<file path="src/rtl/gf180mcu_osu_sc_9t_dff_pipe_if.sv">
// Handshake bundle for the elastic pipeline register: upstream push side,
// downstream pop side and the occupancy count.
interface gf180mcu_osu_sc_9t_dff_pipe_if #(
  parameter int WIDTH = 8,
  parameter int DEPTH = 2,
  parameter int CNT_W = $clog2(DEPTH + 1)
);
  // A word moves across a side only on a clock edge where its valid and ready
  // are both high; valid must not depend on ready, and ready may depend on
  // valid only through registered state.
  logic             in_vld;
  logic             in_rdy;
  logic [WIDTH-1:0] d;
  logic             out_vld;
  logic             out_rdy;
  logic [WIDTH-1:0] q;
  logic [WIDTH-1:0] qn;
  logic [CNT_W-1:0] cnt;

  modport master (
    output in_vld, d, out_rdy,
    input  in_rdy, out_vld, q, qn, cnt
  );

  modport slave (
    input  in_vld, d, out_rdy,
    output in_rdy, out_vld, q, qn, cnt
  );
endinterface

</file>
<file path="src/rtl/gf180mcu_osu_sc_9t_dff_pipe.sv">
// Elastic pipeline register: DEPTH stages of WIDTH-bit flops with valid/ready
// backpressure, bubble collapse, Q/QN outputs and an occupancy count.
module gf180mcu_osu_sc_9t_dff_pipe #(
  parameter int                 WIDTH     = 8,
  parameter int                 DEPTH     = 2,
  parameter logic [WIDTH-1:0]   RESET_VAL = '0
) (
  input logic                        clk,
  input logic                        rst,
  gf180mcu_osu_sc_9t_dff_pipe_if.slave bus
);
  localparam int CNT_W = $clog2(DEPTH + 1);

  logic [WIDTH-1:0] data_q [DEPTH];
  logic [WIDTH-1:0] data_d [DEPTH];
  logic [DEPTH-1:0] vld_q;
  logic [DEPTH-1:0] vld_d;
  logic [DEPTH-1:0] rdy;
  logic [CNT_W-1:0] cnt_q;
  logic [CNT_W-1:0] cnt_d;
  logic             in_xfer;
  logic             out_xfer;

  // Ready ripples from the output back towards the input through a scalar so
  // the rdy vector is never read inside the block that writes it.
  always_comb begin
    logic r;
    rdy = '0;
    r   = bus.out_rdy;
    for (int i = DEPTH - 1; i >= 0; i--) begin
      r      = ~vld_q[i] | r;
      rdy[i] = r;
    end
  end

  always_comb begin
    vld_d = vld_q;
    for (int i = 0; i < DEPTH; i++) begin
      data_d[i] = data_q[i];
    end
    if (rdy[0]) begin
      data_d[0] = bus.d;
      vld_d[0]  = bus.in_vld;
    end
    // Bubbles are copied too; their data is never qualified by a valid bit.
    for (int i = 1; i < DEPTH; i++) begin
      if (rdy[i]) begin
        data_d[i] = data_q[i-1];
        vld_d[i]  = vld_q[i-1];
      end
    end
    in_xfer  = bus.in_vld & rdy[0];
    out_xfer = vld_q[DEPTH-1] & bus.out_rdy;
    cnt_d    = cnt_q + CNT_W'(in_xfer) - CNT_W'(out_xfer);
  end

  always_ff @(posedge clk) begin
    if (rst) begin
      vld_q <= '0;
      cnt_q <= '0;
      for (int i = 0; i < DEPTH; i++) begin
        data_q[i] <= RESET_VAL;
      end
    end else begin
      vld_q <= vld_d;
      cnt_q <= cnt_d;
      for (int i = 0; i < DEPTH; i++) begin
        data_q[i] <= data_d[i];
      end
    end
  end

  assign bus.in_rdy  = rdy[0];
  assign bus.out_vld = vld_q[DEPTH-1];
  assign bus.q       = data_q[DEPTH-1];
  assign bus.qn      = ~data_q[DEPTH-1];
  assign bus.cnt     = cnt_q;
endmodule

</file>
<file path="src/flat_wrapper.sv">
// flat-port wrapper written by rule: the top's interface ports become plain ports
module gf180mcu_osu_sc_9t_dff_pipe_flat 
#(
  parameter int                 WIDTH     = 8,
  parameter int                 DEPTH     = 2,
  parameter logic [WIDTH-1:0]   RESET_VAL = '0
)
  (clk, rst, bus_in_vld, bus_d, bus_out_rdy, bus_in_rdy, bus_out_vld, bus_q, bus_qn, bus_cnt);
  gf180mcu_osu_sc_9t_dff_pipe_if #(.WIDTH(WIDTH), .DEPTH(DEPTH)) bus_i ();
  input logic clk;
  input logic rst;
  input wire logic [$bits(bus_i.in_vld)-1:0] bus_in_vld;
  input wire logic [$bits(bus_i.d)-1:0] bus_d;
  input wire logic [$bits(bus_i.out_rdy)-1:0] bus_out_rdy;
  output wire logic [$bits(bus_i.in_rdy)-1:0] bus_in_rdy;
  output wire logic [$bits(bus_i.out_vld)-1:0] bus_out_vld;
  output wire logic [$bits(bus_i.q)-1:0] bus_q;
  output wire logic [$bits(bus_i.qn)-1:0] bus_qn;
  output wire logic [$bits(bus_i.cnt)-1:0] bus_cnt;
  assign bus_i.in_vld = bus_in_vld;
  assign bus_i.d = bus_d;
  assign bus_i.out_rdy = bus_out_rdy;
  assign bus_in_rdy = bus_i.in_rdy;
  assign bus_out_vld = bus_i.out_vld;
  assign bus_q = bus_i.q;
  assign bus_qn = bus_i.qn;
  assign bus_cnt = bus_i.cnt;
  gf180mcu_osu_sc_9t_dff_pipe #(.WIDTH(WIDTH), .DEPTH(DEPTH), .RESET_VAL(RESET_VAL)) u_core (.clk(clk), .rst(rst), .bus(bus_i));
endmodule
</file>
<file path="config.mk">
export PLATFORM = sky130hd
export DESIGN_NAME = gf180mcu_osu_sc_9t_dff_pipe_flat
export DESIGN_NICKNAME = d
export VERILOG_FILES = /design/src/rtl/gf180mcu_osu_sc_9t_dff_pipe_if.sv /design/src/rtl/gf180mcu_osu_sc_9t_dff_pipe.sv /design/src/flat_wrapper.sv
export SDC_FILE = /design/constraint.sdc
export NUM_CORES = 1
export LEC_CHECK = 0
export ABC_AREA = 1
export CAP_MARGIN = 40
export CORE_UTILIZATION = 30
export DETAILED_ROUTE_END_ITERATION = 12
export SYNTH_ARGS = -nofsm -noshare
export SYNTH_HDL_FRONTEND = slang
export SYNTH_SLANG_ARGS = --single-unit
</file>
<file path="constraint.sdc">
create_clock -name clk -period 1.25 [get_ports clk]
set_input_delay 0.125 -clock clk [delete_from_list [all_inputs] [get_ports clk]]
set_output_delay 0.125 -clock clk [all_outputs]
set_load 0.01 [all_outputs]
</file>
==> results.sh <==
export IMPL_drtAntennaViolNets=0
export IMPL_min_delay_worst_endpoint="u_core.vld_q[0]$_SDFFE_PP0P_"
export IMPL_hold_viol_final=0
export IMPL_final_util_pct=45.9
export IMPL_reg2reg_depth=9
export IMPL_wl_met3_um=86
export IMPL_hpwl_um=1290
export IMPL_fp_dieW_um=56.6
export IMPL_post_cts_buffers=0
export IMPL_wire_per_inst_um=8.92
export IMPL_arrival_ns=1.45
export IMPL_synth_area_leader_cell="dfxtp_1"
export IMPL_syn_area_um2=893
export IMPL_ios=32
export IMPL_cp_required_ns=1.46
export IMPL_cts_sinks=20
export IMPL_synth_common_cells="nor2_1 (36), inv_1 (26), nand2_1 (22)"
export IMPL_synth_edf_count=0
export IMPL_fin_cells=191
export IMPL_rrSetupSlack_ns=0.009
export IMPL_grt_max_degree=18
export IMPL_yosys_warnings=0
export IMPL_syn_inst=129
export IMPL_vias_per_cell=4.05
export IMPL_reg2reg_from="u_core.vld_q[1]$_SDFFE_PP0P_"
export IMPL_clk_latency_ns=0.30
export IMPL_area_growth_pct=42.9
export IMPL_startpoint_type="flop"
export IMPL_final_layout_size_suffix_gt1_share_pct=15.6
export IMPL_gp_congestion=0.702
export IMPL_fin_nets=175
export IMPL_fin_crit_sh_pct=99.3
export IMPL_tightest_slew_ns=0.476
export IMPL_clock_root_buffer="clkbuf_4"
export IMPL_fin_setup_tns_ns=0
export IMPL_io_buffers=31
export IMPL_dr_wl_met2_um=835
export IMPL_num_vias=773
export IMPL_holdCritPathClass="in2reg"
export IMPL_min_period_ns=1.24
export IMPL_vdd_drop_max_v=0.000609
export IMPL_first_pass_iters=4
export IMPL_leakage_nw=0.660
export IMPL_slew_violations=0
export IMPL_numCtsBuffers=3
export IMPL_die_h_um=56.6
export IMPL_hold_path_depth=3
export IMPL_grt_use_total_pct=11.6
export IMPL_ys_seq_elements=20
export IMPL_rows=19
export IMPL_gr_total_overflow=0
export IMPL_postCtsHoldBufs=0
export IMPL_synth_net_count=143
export IMPL_htreeDepth=1
export IMPL_yosysSeqAreaShare_pct=44.8
export IMPL_yosysTopAreaCellShare_pct=44.8
export IMPL_cts_tree="built"
export IMPL_place_ws_ns=-0.299
export IMPL_power_mw=1.41
export IMPL_hp_start="bus_in_vld"
export IMPL_finalSetupViolations=0
export IMPL_yosysMostFrequentCell="nor2_1"
export IMPL_synth_area_leaders="dfxtp_1 (45%), nor2_1 (15%), inv_1 (11%)"
export IMPL_rsz0062_at_grt="true"
export IMPL_path_max_fanout=2
export IMPL_clock_fmax_ghz=0.806
export IMPL_crit_type="reg2reg"
export IMPL_start_util_pct=32.1
export IMPL_async_flop_share_pct=0
export IMPL_dr_first_iter_drc_count=14
export IMPL_antenna_found_initial=0
export IMPL_synth_ff_type="dfxtp_1"
export IMPL_first_global_vias=695
export IMPL_met1_length_um=764
export IMPL_top_layer_used="met4"
export IMPL_slew_limit_headroom_pct=68.2
export IMPL_worst_slack_ns=0.00910
export IMPL_r2r_end="u_core.bus.cnt[1]$_SDFF_PP0_"
export IMPL_fill_cells=285
export IMPL_powerDensity_nw_per_um2=1100
export IMPL_postSynthAreaPerCell_um2=6.93
export IMPL_synthDistinctLibCells=13
export IMPL_finClkSkew_ns=0.00519
export IMPL_clk_pin_slew_ns=0.11
export IMPL_grt_pass1_wl_um=2880
export IMPL_endpoint_kind="flop"
export IMPL_clk_path_buf_depth=2
export IMPL_maxCapViolCount=0
export IMPL_drc_errors=0
export IMPL_wirelength_um=1700
export IMPL_die_area_um2=3200
export IMPL_insertedDiodeCount=0
export IMPL_outcome="finished, final reports clean"
export IMPL_dp_cells=187
export IMPL_core_um2=2780
sequential cells by signal (all words and copies together), names as in the netlist:
signal	flops
u_core.vld_q	2
u_core.data_q	16
u_core.bus.cnt	2
logic make-up after synthesis:
family | Yosys count | share of synthesized area (%)
AOI/OAI and AO/OA | 10 | 5.60
adders and majority gates | 2 | 2.80
buffers and inverters | 37 | 19.9
and+or+nand+nor | 60 | 26.9
DFF | 20 | 44.8
cells in the final DEF, fill, tap and decap left out:
master	n
dfxtp_1	18
ha_4	2
buf_4	6
nand3_2	1
clkbuf_16	1
nand3_4	1
buf_2	1
clkdlybuf4s50_1	11
inv_2	4
nor2_1	36
a21oi_1	1
inv_1	23
a21oi_2	1
o21ai_0	8
nand2_1	19
dfxtp_4	1
dfxtp_2	1
clkbuf_4	3
dlygate4sd2_1	19
nand2_2	3
repair_timing:
item,4_1_cts,5_1_grt
pin swaps,0,6
resized for setup,23,11
endpoints found under the setup margin,21,3
endpoints found under the hold margin,0,0
cell type report:
class	instances	area, um2	share of cell area, %
sequential	20	405	31.8
multi-input combinational	72	357	27.9
timing repair buffer	37	327	25.6
inverter	27	101	7.94
clock buffer	4	47.5	3.73
tap	31	38.8	3.04
power by group:
part	switching [mW]	internal, mW	total, mW
clock network	0.204	0.244	0.448
registers	0.0248	0.680	0.705
logic	0.125	0.132	0.257
critical path: stages, from the launching register on:
cell     delay, ns
dfxtp_4       0.36
nand2_2       0.05
inv_2         0.04
ha_4          0.25
inv_2         0.04
ha_4          0.15
inv_2         0.05
nand2_2       0.06
a21oi_2       0.11
nor2_1        0.05
worst max-delay path by stage:
stage | from | to | depth (start not counted)
6_report | u_core.vld_q[1]$_SDFFE_PP0P_ | u_core.bus.cnt[1]$_SDFF_PP0_ | 9
5_1_grt | u_core.vld_q[1]$_SDFFE_PP0P_ | u_core.bus.cnt[1]$_SDFF_PP0_ | 10
4_1_cts | u_core.vld_q[1]$_SDFFE_PP0P_ | u_core.bus.cnt[1]$_SDFF_PP0_ | 10
3_5_place_dp | bus_out_rdy | u_core.bus.cnt[1]$_SDFF_PP0_ | 11
3_3_place_gp | bus_out_rdy | u_core.bus.cnt[1]$_SDFF_PP0_ | 11
2_1_floorplan | u_core.vld_q[1]$_SDFFE_PP0P_ | u_core.bus.cnt[1]$_SDFF_PP0_ | 9
through the flow:
| step | area (um2) | hold slack (ns) |
|---|---|---|
| 3_3_place_gp | 1220 | 0.462 |
| 3_5_place_dp | 1220 | 0.472 |
| 2_1_floorplan | 900 | 0.188 |
| 5_1_grt | 1280 | 0.422 |
| 6_report | 1280 | 0.393 |
| 4_1_cts | 1240 | 0.392 |
per-layer routing:
metal  up-vias  global-route usage [%]
li1        427                       -
met1       329                    12.5
met2        15                    20.7
met3         2                    3.23
met4         0                    5.23
met5         -                       0
Note: power is estimated with default switching activity, not from simulation.
